<file path="src/rtl/pc_next_gen_if.sv">
// Instruction-cache request channel between the fetch PC generator and the I-cache.
// The PC generator is the master (drives request and address); the cache is the slave (drives ready).
interface pc_next_gen_if #(
  parameter int PC_WIDTH = 32
);
  logic                icache_re;
  logic [PC_WIDTH-1:0] icache_addr;
  logic                icache_ready;

  modport master (
    output icache_re,
    output icache_addr,
    input  icache_ready
  );

  modport slave (
    input  icache_re,
    input  icache_addr,
    output icache_ready
  );
endinterface

</file>
<file path="src/rtl/pc_next_gen.sv">
// Fetch PC generator: owns the architectural fetch PC, issues I-cache reads and
// resolves branch redirect / decode jump / sequential next-PC with one-cycle delivery tracking.
module pc_next_gen #(
  parameter int                   PC_WIDTH = 32,
  parameter logic [PC_WIDTH-1:0]  RESET_PC = 32'h4000_0000
) (
  input  logic                clk,
  input  logic                rst,
  input  logic [1:0]          pc_add_select,
  input  logic                dec_valid,
  input  logic [PC_WIDTH-1:0] dec_pc,
  input  logic [PC_WIDTH-1:0] dec_imm,
  input  logic [PC_WIDTH-1:0] dec_rs1,
  input  logic                br_redirect,
  input  logic [PC_WIDTH-1:0] br_target,
  input  logic                stall,
  pc_next_gen_if.master       icache,
  output logic [PC_WIDTH-1:0] fetch_pc,
  output logic                fetch_valid,
  output logic                kill
);

  typedef enum logic [1:0] {
    ST_BOOT = 2'd0,
    ST_RUN  = 2'd1,
    ST_HOLD = 2'd2
  } state_t;

  localparam logic [PC_WIDTH-1:0] PC_STEP = {{(PC_WIDTH-3){1'b0}}, 3'b100};

  // JALR target: rs1 + imm with bit 0 forced low.
  function automatic logic [PC_WIDTH-1:0] jalr_target(input logic [PC_WIDTH-1:0] base,
                                                      input logic [PC_WIDTH-1:0] offset);
    logic [PC_WIDTH-1:0] sum;
    sum    = base + offset;
    sum[0] = 1'b0;
    return sum;
  endfunction

  state_t              state_r;
  state_t              state_next_s;
  logic [PC_WIDTH-1:0] pc_r;
  logic                pending_valid_r;
  logic [PC_WIDTH-1:0] pending_target_r;
  logic [PC_WIDTH-1:0] fetch_pc_r;
  logic                fetch_valid_r;
  logic                kill_r;

  logic                jal_s;
  logic                jalr_s;
  logic                taken_s;
  logic                redirect_hit_s;
  logic [PC_WIDTH-1:0] next_pc_s;
  logic                issue_s;
  logic                accept_s;

  // Next-PC priority resolution and request handshake qualification.
  always_comb begin
    jal_s          = dec_valid && (pc_add_select == 2'b01);
    jalr_s         = dec_valid && (pc_add_select == 2'b11);
    taken_s        = br_redirect || jal_s || jalr_s;
    redirect_hit_s = taken_s || pending_valid_r;
    if (br_redirect) begin
      next_pc_s = br_target;
    end else if (pending_valid_r) begin
      next_pc_s = pending_target_r;
    end else if (jal_s) begin
      next_pc_s = dec_pc + dec_imm;
    end else if (jalr_s) begin
      next_pc_s = jalr_target(dec_rs1, dec_imm);
    end else begin
      next_pc_s = pc_r + PC_STEP;
    end
    issue_s  = rst && (state_r != ST_HOLD) && !stall;
    accept_s = issue_s && icache.icache_ready;
  end

  // State register.
  always_ff @(posedge clk or negedge rst) begin
    if (!rst) begin
      state_r <= ST_BOOT;
    end else begin
      state_r <= state_next_s;
    end
  end

  // Next-state logic.
  always_comb begin
    state_next_s = state_r;
    case (state_r)
      ST_BOOT: state_next_s = accept_s ? ST_RUN : ST_BOOT;
      ST_RUN:  state_next_s = (stall || !icache.icache_ready) ? ST_HOLD : ST_RUN;
      ST_HOLD: state_next_s = stall ? ST_HOLD : ST_RUN;
      default: state_next_s = ST_BOOT;
    endcase
  end

  // Request outputs.
  always_comb begin
    icache.icache_re   = 1'b0;
    icache.icache_addr = pc_r;
    case (state_r)
      ST_BOOT: icache.icache_re = issue_s;
      ST_RUN:  icache.icache_re = issue_s;
      ST_HOLD: icache.icache_re = 1'b0;
      default: icache.icache_re = 1'b0;
    endcase
  end

  // PC, pending redirect and delivery tracking.
  always_ff @(posedge clk or negedge rst) begin
    if (!rst) begin
      pc_r             <= RESET_PC;
      pending_valid_r  <= 1'b0;
      pending_target_r <= {PC_WIDTH{1'b0}};
      fetch_pc_r       <= {PC_WIDTH{1'b0}};
      fetch_valid_r    <= 1'b0;
      kill_r           <= 1'b0;
    end else begin
      kill_r <= br_redirect;
      if (accept_s) begin
        pc_r            <= next_pc_s;
        pending_valid_r <= 1'b0;
        fetch_pc_r      <= pc_r;
        fetch_valid_r   <= !taken_s;
      end else begin
        // A redirect that cannot issue now is parked until the next issuing cycle.
        if (state_next_s == ST_HOLD) begin
          pending_valid_r  <= redirect_hit_s;
          pending_target_r <= next_pc_s;
        end else begin
          pc_r            <= redirect_hit_s ? next_pc_s : pc_r;
          pending_valid_r <= 1'b0;
        end
        if (!stall) begin
          fetch_valid_r <= 1'b0;
        end
      end
    end
  end

  assign fetch_pc    = fetch_pc_r;
  assign fetch_valid = fetch_valid_r;
  assign kill        = kill_r;

endmodule
</file>
<file path="src/flat_wrapper.sv">
// flat-port wrapper written by rule: the top's interface ports become plain ports
module pc_next_gen_flat 
#(
  parameter int                   PC_WIDTH = 32,
  parameter logic [PC_WIDTH-1:0]  RESET_PC = 32'h4000_0000
)
  (clk, rst, pc_add_select, dec_valid, dec_pc, dec_imm, dec_rs1, br_redirect, br_target, stall, fetch_pc, fetch_valid, kill, icache_icache_re, icache_icache_addr, icache_icache_ready);
  pc_next_gen_if #(.PC_WIDTH(PC_WIDTH)) icache_i ();
  input  logic clk;
  input  logic rst;
  input  logic [1:0] pc_add_select;
  input  logic dec_valid;
  input  logic [PC_WIDTH-1:0] dec_pc;
  input  logic [PC_WIDTH-1:0] dec_imm;
  input  logic [PC_WIDTH-1:0] dec_rs1;
  input  logic br_redirect;
  input  logic [PC_WIDTH-1:0] br_target;
  input  logic stall;
  output logic [PC_WIDTH-1:0] fetch_pc;
  output logic fetch_valid;
  output logic kill;
  output wire logic [$bits(icache_i.icache_re)-1:0] icache_icache_re;
  output wire logic [$bits(icache_i.icache_addr)-1:0] icache_icache_addr;
  input wire logic [$bits(icache_i.icache_ready)-1:0] icache_icache_ready;
  assign icache_icache_re = icache_i.icache_re;
  assign icache_icache_addr = icache_i.icache_addr;
  assign icache_i.icache_ready = icache_icache_ready;
  pc_next_gen #(.PC_WIDTH(PC_WIDTH), .RESET_PC(RESET_PC)) u_core (.clk(clk), .rst(rst), .pc_add_select(pc_add_select), .dec_valid(dec_valid), .dec_pc(dec_pc), .dec_imm(dec_imm), .dec_rs1(dec_rs1), .br_redirect(br_redirect), .br_target(br_target), .stall(stall), .icache(icache_i), .fetch_pc(fetch_pc), .fetch_valid(fetch_valid), .kill(kill));
endmodule
</file>
<file path="config.mk">
export PLATFORM = sky130hd
export DESIGN_NAME = pc_next_gen_flat
export DESIGN_NICKNAME = d
export VERILOG_FILES = /design/src/rtl/pc_next_gen_if.sv /design/src/rtl/pc_next_gen.sv /design/src/flat_wrapper.sv
export SDC_FILE = /design/constraint.sdc
export NUM_CORES = 1
export LEC_CHECK = 0
export ABC_AREA = 1
export BUFFER_PORTS_ARGS = -buffer_cell sky130_fd_sc_hd__buf_4
export CORE_ASPECT_RATIO = 1.4
export CORE_MARGIN = 5
export CORE_UTILIZATION = 50
export DETAILED_ROUTE_END_ITERATION = 7
export GPL_TIMING_DRIVEN = 0
export PLACE_DENSITY = 0.81
export SKIP_CTS_REPAIR_TIMING = 1
export SYNTH_ARGS = -nofsm -noshare
export SYNTH_HDL_FRONTEND = slang
export SYNTH_SLANG_ARGS = --single-unit
</file>
<file path="constraint.sdc">
create_clock -name clk -period 2.82 [get_ports clk]
set_clock_uncertainty 0.15 [all_clocks]
set_input_delay 0.282 -clock clk [delete_from_list [all_inputs] [get_ports clk]]
set_output_delay 0.282 -clock clk [all_outputs]
set_load 0.02 [all_outputs]
</file>
# ---- Yosys cells after proc, flatten, opt, wreduce, memory -nomap -nowiden
# Index checks and enable logic that the tools add are counted.
dict set report classes {
  add_sub_neg 3
  eq_ne 8
  mux 16
  bitwise 1
  reduce_logical 17
}
# cell n
set ops {}
lappend ops {{$mux W32} 7}
lappend ops {{$add A32 B32 Y32} 2}
lappend ops {{$add A32 B3 Y32 const B} 1}
lappend ops {{$eq A2 B2 Y1 const B} 3}
lappend ops {{$mux W1} 6}
lappend ops {{$pmux W2 S3} 1}
lappend ops {{$logic_and A1 B1 Y1} 5}
lappend ops {{$eq A2 B1 Y1 const B} 2}
lappend ops {{$logic_or A1 B1 Y1} 4}
lappend ops {{$mux W2} 2}
lappend ops {{$ne A2 B1 Y1 const B} 2}
lappend ops {{$reduce_and A2 Y1} 2}
lappend ops {{$logic_not A1 Y1} 3}
lappend ops {{$logic_not A2 Y1} 1}
lappend ops {{$ne A2 B2 Y1 const B} 1}
lappend ops {{$reduce_bool A2 Y1} 1}
lappend ops {{$reduce_or A2 Y1} 1}
lappend ops {{$not A1 Y1} 1}
dict set report totals {
  reg_bits 101
  in_bits 136
  out_inout_bits 67
  word_cells 52
}

# ---- Logic depth before layout (Yosys ltp)
dict set report logic_depth {
  depth_word 9
  depth_mapped 20
  mapped_depth_nobuf 20
}

# ---- Worst setup path before layout
# OpenSTA, ideal clock, no wires.
dict set report synth_timing {
  kind {input-to-reg}
  startpoint {input dec_pc[0]}
  endpoint {register u_core.pending_target_r[16]}
  setup_time_ns 0.117
  arrival_time_ns 2.034
  required_ns 2.553
  setup_slack_ns 0.519
  path_stages 17
  path_buffers 0
  cell_sequence {ha_1 -> fa_1 -> nand2_1 -> nand3_1 -> and2_2 -> nand2_1 -> nand2_1 -> nand2_1 -> nand2_1 -> nand2_1 -> a21oi_1 -> o21ai_0 -> nand2_1 -> nand2_1 -> nand2_1 -> nand2_1 -> nand2_1}
}
dict set report synth_between {
  elab_chain_cells 4
}
# item line
set synth_lines {}
lappend synth_lines {{from (decl)} flat_wrapper.sv:13} ;# input logic [PC_WIDTH-1:0] dec_pc;
lappend synth_lines {{$add A32 B32 Y32} pc_next_gen.sv:68} ;# next_pc_s = dec_pc + dec_imm;
lappend synth_lines {{$mux W32} pc_next_gen.sv:67} ;# end else if (jal_s) begin
lappend synth_lines {{$mux W32} pc_next_gen.sv:65} ;# end else if (pending_valid_r) begin
lappend synth_lines {{$mux W32} pc_next_gen.sv:63} ;# if (br_redirect) begin
lappend synth_lines {{to (signal assigned)} pc_next_gen.sv:115} ;# pending_target_r <= {PC_WIDTH{1'b0}};
lappend synth_lines {{to (signal assigned)} pc_next_gen.sv:130} ;# pending_target_r <= next_pc_s;
lappend synth_lines {{to (decl)} pc_next_gen.sv:44} ;# logic [PC_WIDTH-1:0] pending_target_r;
# No other way between the ends.
# A chain may end at the register's enable or synchronous reset.

# ---- Worst setup path after layout
dict set report layout_timing {
  startpoint {input dec_imm[0]}
  endpoint {register u_core.pc_r[22], in the netlist u_core.icache.icache_addr[22]}
}
dict set report layout_between {
  elab_chain_cells 8
  word_cells_on_any_way 9
  cone_classes {2 x add/sub; 7 x mux}
}
# item line
set layout_lines {}
lappend layout_lines {{from (decl)} flat_wrapper.sv:14} ;# input logic [PC_WIDTH-1:0] dec_imm;
lappend layout_lines {{$add A32 B32 Y32} pc_next_gen.sv:35} ;# sum = base + offset;
lappend layout_lines {{$mux W32} pc_next_gen.sv:69} ;# end else if (jalr_s) begin
lappend layout_lines {{$mux W32 (*)} pc_next_gen.sv:67}
lappend layout_lines {{$mux W32 (*)} pc_next_gen.sv:65}
lappend layout_lines {{$mux W32 (*)} pc_next_gen.sv:63}
lappend layout_lines {{$mux W32} pc_next_gen.sv:132} ;# pc_r <= redirect_hit_s ? next_pc_s : pc_r;
lappend layout_lines {{$mux W32} pc_next_gen.sv:128} ;# if (state_next_s == ST_HOLD) begin
lappend layout_lines {{$mux W32 (*)} pc_next_gen.sv:121} ;# if (accept_s) begin
lappend layout_lines {{to (signal assigned)} pc_next_gen.sv:122} ;# pc_r <= next_pc_s;
lappend layout_lines {{to (signal assigned)} pc_next_gen.sv:132}
lappend layout_lines {{to (decl)} pc_next_gen.sv:42} ;# logic [PC_WIDTH-1:0] pc_r;
# Every way passes the cells marked *; elsewhere a longest branch is shown, timed or not. The select of a mux whose other input is x is not followed.

==> key figures <==
Status
  • Status: completed

Worst setup path
  • Worst Reg-to-Reg Cells: 15
  • Reg-to-reg endpoint: u_core.icache.icache_addr[16]$_DFFE_PN0P_
  • Reg2Reg Setup Slack: 0.13 ns
  • Crit-path max FO: 3
  • Worst Setup End Kind: flip-flop
  • Worst path required time: 2.90 ns
  • CP Data Arrival Time: 2.79 ns
  • R2R Path Start: u_core.icache.icache_addr[2]$_DFFE_PN0P_
  • Critical Setup Path Class: in2reg
  • Worst Setup Start Kind: input port

Die
  • Num rows: 61
  • Die ar.: 0.0233 mm2
  • # IOs: 203
  • Die Ht: 179 um
  • Core area: 0.0199 mm2
  • Die W: 131 um
  • Initial core utilization: 51.0%

Route
  • Routed Antenna Nets: 0
  • Drt first pass iters: 8
  • Vias per Instance: 5.58
  • DR vias: 12,300
  • Wire per inst: 19.3 um
  • DRT iter0 DRCs: 1,127
  • DRC viols: 0
  • Final WL: 42,500 um

Placed design
  • RD Place Congestion: 1.09
  • Buffers on Ports: 202
  • Placed Instance Area: 0.0120 mm2
  • Pre-CTS setup slack: -0.337 ns
  • DPL Wire Length: 35,000 um
  • # placed instances: 2,183

Clock network
  • Clk sinks: 101
  • Clk_lat worst skew: 0.35 ns
  • CTS max path bufs: 2
  • Root Driver: clkbuf_16
  • H-tree Lvls: 3
  • Total CTS buffers: 9
  • Clk pin slew, worst setup/hold paths: 0.06 ns
  • CTS tree: built

STA
  • Final Hold Fails: 0
  • Max-Slew Margin vs Limit: 51.3%
  • RSZ-0062 raised after global routing: no
  • Min cycle time layout: 2.70 ns
  • PnR worst setup slack: 0.117 ns
  • Final Cycle Share: 95.9%
  • Worst hold slack: 0.0576 ns
  • Max-slew violations: 0
  • Slew @ Worst Pin: 0.730 ns
  • Max frequency: 370 MHz
  • Setup violators final: 0
  • TNS Setup: 0 ns

Worst hold path
  • Worst Hold Endpoint: u_core.fetch_valid$_DFFE_PN0P_
  • Worst Hold Launch: stall
  • Hold-critical path depth: 3
  • Hold WC Path Type: in2reg

Cells and area
  • Area grow syn2layout: 22.2%
  • Antenna Cells: 0
  • Most common cell after layout, fill and taps aside: nand2_1
  • Final Instance Area: 0.0124 mm2
  • Nets@finish: 2,147
  • Share of cells above drive strength 1: 14.1%
  • Most frequent cells in the layout: nand2_1, inv_1, buf_4
  • Cell Count, Final, Fillers Out: 2,204
  • Share of the core filled with cells: 62.4%

Power and ir drop
  • Clock Power Share: 13.8%
  • Cell-internal power: 4.66 mW
  • P_sw: 4.73 mW
  • Switching part of the total: 50.4%
  • Sequential share of power: 30.8%
  • PwrDens: 756 mW/mm2
  • Max IR drop VDD: 773 uV
  • Leak pwr: 6.91 nW
  • Gate power share: 55.4%
  • Total power: 9.39 mW

Logic synthesis
  • Avg Inst Size Synth: 5.88 um2
  • Synth Instances: 1,729
  • Synth Net Count: 1,929
  • Number of distinct library cells after synthesis: 47
  • Sequential cell area fraction in the yosys report: 24.9%
  • Mapped Area: 0.0102 mm2
  • Yosys warns: 0
  • Seq cells post-synth: 101

Global routing
  • First-pass GRT wire length: 63,500 um
  • Vias in the first global route: 11,800
  • Initial antenna violation count: 0
  • GRT overflow: 0
  • Pin count of the biggest net entering global routing: 103
  • GR Util All Layers: 35.9%

Run
  • Max_cap viols: 0
[area by class of cell]
type / instances / area, um2
well taps: 252 / 315
fillers: 1990 / 7500
flip-flops and latches: 101 / 2530
multi-input cells: 1374 / 6680
clock buffers: 11 / 253
inverters: 210 / 788
plain buffers: 44 / 190
repair buffers: 207 / 1610
clock inverters: 5 / 58.8
[state kept, by name, summed over array words and instances (netlist names)]
signal / count
u_core.fetch_pc: 32
u_core.fetch_valid: 1
u_core.icache.icache_addr: 32
u_core.kill: 1
u_core.pending_target_r: 32
u_core.pending_valid_r: 1
u_core.state_r: 2
[power by group through the flow]
stage | clock network (mW) | logic [mW] | registers [mW]
2_1_floorplan | 0 | 2.42 | 3.22
5_1_grt | 1.35 | 5.63 | 2.96
4_1_cts | 1.30 | 5.07 | 2.86
3_3_place_gp | 0 | 4.97 | 2.86
6_report | 1.29 | 5.20 | 2.89
3_5_place_dp | 0 | 5.04 | 2.88
[layer usage]
layer	part of all wire (%)	routed length, um	vias to the layer above	GRT usage (%)
met1	36	15300	5533	41.1
met4	8.9	3800	0	25.6
met5	0	0	-	0
met2	47	19800	627	60.0
met3	8.5	3630	161	5.72
li1	-	-	5985	-
[worst max-delay path by stage]
| stage | slack [ns] | from | end | depth (start not counted) |
|---|---|---|---|---|
| 5_1_grt | 0.03 | u_core.icache.icache_addr[3]$_DFFE_PN0P_ | u_core.icache.icache_addr[26]$_DFFE_PN0P_ | 16 |
| 6_report | 0.12 | dec_imm[0] | u_core.icache.icache_addr[22]$_DFFE_PN0P_ | 20 |
| 4_1_cts | 0.02 | rst | u_core.icache.icache_addr[30]$_DFFE_PN1P_ | 9 |
| 3_3_place_gp | -0.28 | rst | u_core.icache.icache_addr[26]$_DFFE_PN0P_ | 9 |
| 2_1_floorplan | 0.52 | dec_pc[0] | u_core.pending_target_r[16]$_DFFE_PN0P_ | 17 |
| 3_5_place_dp | -0.34 | rst | u_core.icache.icache_addr[28]$_DFFE_PN0P_ | 9 |
[worst max-delay path, cell delays in order]
cell      delay (ns)
buf_4           0.12
nand2_2         0.12
inv_1           0.09
fa_1            0.40
nand2_1         0.11
nand2_1         0.07
nand3b_1        0.12
nand2_1         0.14
nand2_1         0.08
nand2_1         0.16
nand2_1         0.13
nand2_1         0.05
nand2_1         0.05
nand3_1         0.13
nand3_1         0.22
nand3_1         0.15
nand2_1         0.10
nand2_1         0.11
nand2_1         0.11
nand2_1         0.05
[synthesized netlist by cell type, drive strengths merged]
| cell | count | area, um2 |
|---|---|---|
| nand2 | 670 | 2540 |
| inv | 209 | 785 |
| nor2 | 184 | 741 |
| nand3 | 150 | 763 |
| o21ai | 109 | 549 |
| dfrtp | 100 | 2500 |
| a21oi | 77 | 393 |
| ha | 62 | 776 |
| clkbuf | 26 | 97.6 |
| nor3 | 26 | 161 |
| nand4 | 21 | 131 |
| buf | 18 | 92.6 |
| xor2 | 15 | 131 |
| a31oi | 12 | 75.1 |
| o211ai | 8 | 60.1 |
| o21bai | 8 | 60.1 |
| nand3b | 6 | 45.0 |
| or2 | 5 | 31.3 |
| xnor2 | 4 | 35.0 |
| a21o | 3 | 22.5 |
| and2 | 2 | 13.8 |
| fa | 2 | 40.0 |
| nor3b | 2 | 20.0 |
| o21a | 2 | 15.0 |
| o221ai | 2 | 17.5 |
| a221oi | 1 | 8.76 |
| clkinv | 1 | 3.75 |
| dfstp | 1 | 26.3 |
| nor4 | 1 | 12.5 |
| o2111ai | 1 | 8.76 |
| o22ai | 1 | 6.26 |
[cell families after synthesis]
group	Yosys count	synth area share (%)
xor gates and xnor gates	19	1.64
and+or+nand+nor	1067	43.9
buffers and inverters	254	9.63
AOI/OAI and AO/OA	224	12.0
adders and majority gates	64	8.03
DFF	101	24.9
(Power assumes the default switching activity.)
